`config.mk`:
```
export PLATFORM = sky130hd
export DESIGN_NAME = pipe_hazard_ctrl
export DESIGN_NICKNAME = d
export VERILOG_FILES = /design/src/rtl/pipe_ctrl_pkg.sv /design/src/rtl/pipe_hazard_ctrl_sat_counter.sv /design/src/rtl/pipe_hazard_ctrl.sv
export SDC_FILE = /design/constraint.sdc
export NUM_CORES = 1
export LEC_CHECK = 0
export CAP_MARGIN = 20
export CELL_PAD_IN_SITES_DETAIL_PLACEMENT = 1
export CELL_PAD_IN_SITES_GLOBAL_PLACEMENT = 1
export CORE_ASPECT_RATIO = 1.25
export CORE_MARGIN = 1.5
export CORE_UTILIZATION = 40
export CTS_BUF_LIST = sky130_fd_sc_hd__clkbuf_4
export DETAILED_ROUTE_END_ITERATION = 12
export HOLD_SLACK_MARGIN = 0.12
export MAX_ROUTING_LAYER = met4
export PLACE_DENSITY_LB_ADDON = 0.3
export SYNTH_ARGS = -nofsm -noshare
export SYNTH_HDL_FRONTEND = slang
export SYNTH_SLANG_ARGS = --single-unit
```
`constraint.sdc`:
```
create_clock -name clk_i -period 3.6 [get_ports clk_i]
set_input_delay 0.54 -clock clk_i [delete_from_list [all_inputs] [get_ports clk_i]]
set_output_delay 0.54 -clock clk_i [all_outputs]
set_load 0.02 [all_outputs]
```
`src/rtl/pipe_ctrl_pkg.sv`:
```
// Shared pipeline-control definitions: FSM state encoding and common constants.
package pipe_ctrl_pkg;

    typedef enum logic {
        RUN     = 1'b0,
        MD_BUSY = 1'b1
    } state_e;

    localparam logic [4:0] REG_ZERO = 5'd0;
    localparam int         MD_CNT_W = 8;

endpackage

```
`src/rtl/pipe_hazard_ctrl_sat_counter.sv`:
```
// Saturating up-counter: counts inc_i cycles and sticks at all-ones.
module sat_counter #(
    parameter int CNT_W = 16
) (
    input  logic             clk_i,
    input  logic             rst_ni,
    input  logic             inc_i,
    output logic [CNT_W-1:0] count_o
);

    logic [CNT_W-1:0] count_q;
    logic [CNT_W-1:0] count_d;

    always_comb begin
        count_d = count_q;
        if (inc_i && (count_q != '1)) begin
            count_d = count_q + CNT_W'(1);
        end
    end

    always_ff @(posedge clk_i or negedge rst_ni) begin
        if (!rst_ni) begin
            count_q <= '0;
        end else begin
            count_q <= count_d;
        end
    end

    assign count_o = count_q;

endmodule

```
`src/rtl/pipe_hazard_ctrl.sv`:
```
// Hazard/pipeline control: load-use stalls, redirect flushes and mul/div
// occupancy of execute, with saturating stall/flush event counters.
module pipe_hazard_ctrl
    import pipe_ctrl_pkg::*;
#(
    parameter int MULDIV_CYCLES = 4,
    parameter int CNT_W         = 16
) (
    input  logic             clk_i,
    input  logic             rst_ni,
    input  logic [4:0]       id_rs1_i,
    input  logic [4:0]       id_rs2_i,
    input  logic             id_use_rs1_i,
    input  logic             id_use_rs2_i,
    input  logic [4:0]       de_rd_i,
    input  logic             de_reg_write_i,
    input  logic             de_mem_read_i,
    input  logic             de_isbranchtaken_i,
    input  logic             de_jump_i,
    input  logic             de_muldiv_i,
    output logic             pc_stall_o,
    output logic             fd_stall_o,
    output logic             fd_flush_o,
    output logic             de_stall_o,
    output logic             de_flush_o,
    output logic             em_bubble_o,
    output logic             muldiv_done_o,
    output logic [CNT_W-1:0] stall_cycles_o,
    output logic [CNT_W-1:0] flush_events_o
);

    state_e                state_q, state_d;
    logic [MD_CNT_W-1:0]   md_cnt_q, md_cnt_d;

    logic redirect, md_start, load_use, md_busy, md_last;
    logic redirect_act, load_use_act;

    assign redirect = de_isbranchtaken_i | de_jump_i;
    assign md_start = (state_q == RUN) & de_muldiv_i & ~redirect;
    assign load_use = de_mem_read_i & de_reg_write_i & (de_rd_i != REG_ZERO) &
                      ((id_use_rs1_i & (id_rs1_i == de_rd_i)) |
                       (id_use_rs2_i & (id_rs2_i == de_rd_i)));

    assign md_busy      = md_start | ((state_q == MD_BUSY) & (md_cnt_q != '0));
    assign md_last      = (state_q == MD_BUSY) & (md_cnt_q == '0);
    assign redirect_act = (state_q == RUN) & redirect;
    assign load_use_act = (state_q == RUN) & ~redirect & ~md_busy & load_use;

    // Outputs are held low while reset is asserted, independent of the clock.
    always_comb begin
        pc_stall_o    = 1'b0;
        fd_stall_o    = 1'b0;
        fd_flush_o    = 1'b0;
        de_stall_o    = 1'b0;
        de_flush_o    = 1'b0;
        em_bubble_o   = 1'b0;
        muldiv_done_o = 1'b0;
        if (rst_ni) begin
            pc_stall_o    = md_busy | load_use_act;
            fd_stall_o    = md_busy | load_use_act;
            fd_flush_o    = redirect_act;
            de_stall_o    = md_busy;
            de_flush_o    = redirect_act | load_use_act;
            em_bubble_o   = md_busy;
            muldiv_done_o = md_last;
        end
    end

    always_comb begin
        state_d  = state_q;
        md_cnt_d = md_cnt_q;
        unique case (state_q)
            RUN: begin
                if (md_start) begin
                    state_d  = MD_BUSY;
                    md_cnt_d = MD_CNT_W'(MULDIV_CYCLES - 2);
                end
            end
            MD_BUSY: begin
                if (md_cnt_q != '0) begin
                    md_cnt_d = md_cnt_q - MD_CNT_W'(1);
                end else begin
                    state_d = RUN;
                end
            end
            default: state_d = RUN;
        endcase
    end

    always_ff @(posedge clk_i or negedge rst_ni) begin
        if (!rst_ni) begin
            state_q  <= RUN;
            md_cnt_q <= '0;
        end else begin
            state_q  <= state_d;
            md_cnt_q <= md_cnt_d;
        end
    end

    sat_counter #(.CNT_W(CNT_W)) u_stall_cnt (
        .clk_i   (clk_i),
        .rst_ni  (rst_ni),
        .inc_i   (pc_stall_o),
        .count_o (stall_cycles_o)
    );

    sat_counter #(.CNT_W(CNT_W)) u_flush_cnt (
        .clk_i   (clk_i),
        .rst_ni  (rst_ni),
        .inc_i   (fd_flush_o),
        .count_o (flush_events_o)
    );

endmodule

```
==> results.toml, run 1 <==
[setup_path]
crit_type = "reg2out"
crit_fanout = 9
worstPathRequired_ns = 3.06
critPathTopFamily = "simple AND/OR/NAND/NOR gates"
worstPathBufferInverterCount = 2
endpoint_kind = "output port"
path_depth = 6
crit_slowest_cell = "or4_4"
crit_chain = "or4_4 > o41a_1 > or2_1 > a22oi_4 > inv_2 > clkdlybuf4s50_1"
arrival_ns = 2.94
worstRegToRegCells = 7
slowest_delay_ns = 0.56
start_kind = "flop"

[placement]
port_buffers = 62
place_congestion = 0.7489
hpwlAfterDp_um = 3990

[yosys]
syn_area_sq_um = 2192
synth_edf_count = 0
synth_warnings = 0
synth_top_area_share_pct = 46.80
synthTopCellsByCount = "41 x dfrtp_1, 27 x xnor2_1, 25 x nand2_1, 15 x nor2_1, 15 x xor2_1"
synth.distinct_cells = 40
async_reset_ff_share_pct = 100.0
synth-seq-area-share_pct = 46.80
synth-main-ff-cell = "dfrtp_1"
synth_nets = 241
yosysTopAreaCell = "dfrtp_1"
syn_avg_cell_area_sq_um = 10.29
synthTopCellsByArea = "dfrtp_1 47%, xnor2_1 11%, xor2_1 6.0%, nand2_1 4.3%, nor2_1 2.6%"
yosysMostFrequentCell = "dfrtp_1"
syn_inst = 213
synth-seq-cells = 41

[layout]
fill_cells = 583
syn_to_final_growth_pct = 34.53
drive_gt1_share_pct = 8.156
fin_util_pct = 56.84
antennaDiodeCount = 0
nNetsFinal = 309

[drt]
wl_um = 5236
wl_per_cell_um = 15.22
vias = 1827
postRouteAntennaNets = 0
drtIter0Drc = 39
drt-vias-per-instance = 5.311
drcViolationCount = 0
firstDrtPassIters = 3

[global_route]
grt_max_degree = 45
grt_pass1_vias = 1875
grt_pass1_wl_um = 8832
grt_overflow = 0
antenna_found_initial = 0
grt.total_usage_pct = 18.88

[pwr]
ir_drop_mv = 0.3432
p_per_area_nw_per_um2 = 566.5
power.leakage_nw = 1.308

[timing]
period_needed_ns = 3.478
tightestPinTransition_ns = 0.7608
max-slew-margin-rel_pct = 48.89
min_period_over_period_pct = 96.62
skew_ns = 0.01572
rsz0062_at_grt = "no"
clock.fmax_mhz = 287.5
drv_slew = 0
fin_setup_tns_ns = 0
setup_viol = 0
finalHoldViolCount = 0

[run]
maxCapViolCount = 0

[floorplanning]
die_y_um = 85.77
dieArea_sq_um = 5936
core-area_sq_um = 5189
std_cell_rows = 29
chipWidth_um = 69.22
start_util_pct = 42.25
io_pins = 63

[clock_network]
root_buffer = "clkbuf_4"
cts-htree-levels = 2
hold_buffers = 0
cts.clk_slew.worst_paths_ns = 0.12
clk_latency_ns = 0.35
clk_path_buf_depth = 2
ctsResizeCount = 0
cts-buffers-inserted = 5
post-cts-setup-buffer-count = 0
cts_sinks = 41
cts_tree = "yes"

[min_path]
hp-class = "in2async"

[status]
outcome = "completed"
-- layer usage --
metal	up-vias	wire length, um	GRT usage [%]
li1	863	-	-
met1	908	2259	23.47
met2	50	2662	31.12
met3	6	254	3.408
met4	0	59	6.595
met5	-	0	-
-- final timing paths --
check	start	end	slack (ns)
hold / removal	rst_ni	md_cnt_q[7]	0.27
max in group asynchronous	rst_ni	u_flush_cnt.count_o[3]	2.93
setup reg to reg	md_cnt_q[5]	u_stall_cnt.count_o[10]	0.93
min in group clk_i	u_stall_cnt.count_o[8]	u_stall_cnt.count_o[8]	0.50
hold reg to reg	u_stall_cnt.count_o[8]	u_stall_cnt.count_o[8]	0.50
setup / recovery	md_cnt_q[5]	fd_stall_o	0.12
-- report_power, final --
group | switching [mW] | internal [mW] | leakage (nW)
Combinational | 0.348 | 0.334 | 0.733
Clock | 0.153 | 0.144 | 0.0389
Sequential | 0.123 | 0.569 | 0.537
-- through the flow --
| stage | instance area, sq um | worst slack [ns] | cells | total power [mW] | hold slack (ns) |
|---|---|---|---|---|---|
| after floorplan | 2192 | 0.9332 | 213 | 1.114 | 0.2444 |
| after global placement | 2870 | 0.4179 | 336 | 1.363 | 0.4733 |
| after detailed placement | 2870 | 0.3741 | 336 | 1.391 | 0.4849 |
| after CTS | 2949 | 0.09229 | 344 | 1.694 | 0.2926 |
| after global routing | 2949 | 0.001446 | 344 | 1.791 | 0.2998 |
| final | 2949 | 0.1216 | 344 | 1.671 | 0.2697 |
-- worst register-to-register path, stage by stage, from the launching register on --
cell	delay (ns)
dfrtp_1	0.42
or4_4	0.56
o41a_1	0.36
or2_1	0.36
a22oi_4	0.26
buf_4	0.22
nor2_1	0.09
mux2_4	0.30
-- final cells by class --
type                            count  area (sq um)  share of cell area, %
Clock buffer                        5         37.54                  1.273
Clock inverter                      3         41.29                  1.400
Inverter                            6         22.52                 0.7637
Multi-Input combinational cell    162          1106                  37.51
Sequential cell                    41          1026                  34.79
Tap cell                           62         77.57                  2.630
Timing Repair Buffer               65         638.1                  21.64
-- cells in the final DEF, fill, tap and decap left out, types with 3 or more instances in the layout --
cell type and n:
a31oi_1 3, and2_1 3, and3_1 7, buf_4 3, clkbuf_4 5, clkdlybuf4s50_1 61
dfrtp_1 41, ha_1 4, inv_1 5, nand2_1 25, nand2b_1 4, nand3_1 8
nand4_1 8, nor2_1 15, nor2b_1 3, nor3_1 11, xnor2_1 27, xor2_1 15
-- logic make-up after synthesis --
family	share of synthesized area, %
buffers and inverters	2.739
adders and majority gates	2.283
muxes	1.884
DFF	46.80
and+or+nand+nor	24.66
AOI/OAI and AO/OA	4.852
xor gates and xnor gates	16.78
-- flip-flops by register name, indices dropped and copies added (netlist names) --
register             flops
md_cnt_q                 8
u_stall_cnt.count_o     16
state_q                  1
u_flush_cnt.count_o     16
(Power assumes the default switching activity.)
==> run 2: changes to the inputs <==
--- a/config.mk
+++ b/config.mk
@@ -19,3 +19,4 @@
 export SYNTH_ARGS = -nofsm -noshare
 export SYNTH_HDL_FRONTEND = slang
 export SYNTH_SLANG_ARGS = --single-unit
+export TNS_END_PERCENT = 50
==> results of run 2 <==
Same layout as run 1: the final DEF is identical, and so are final timing and power.
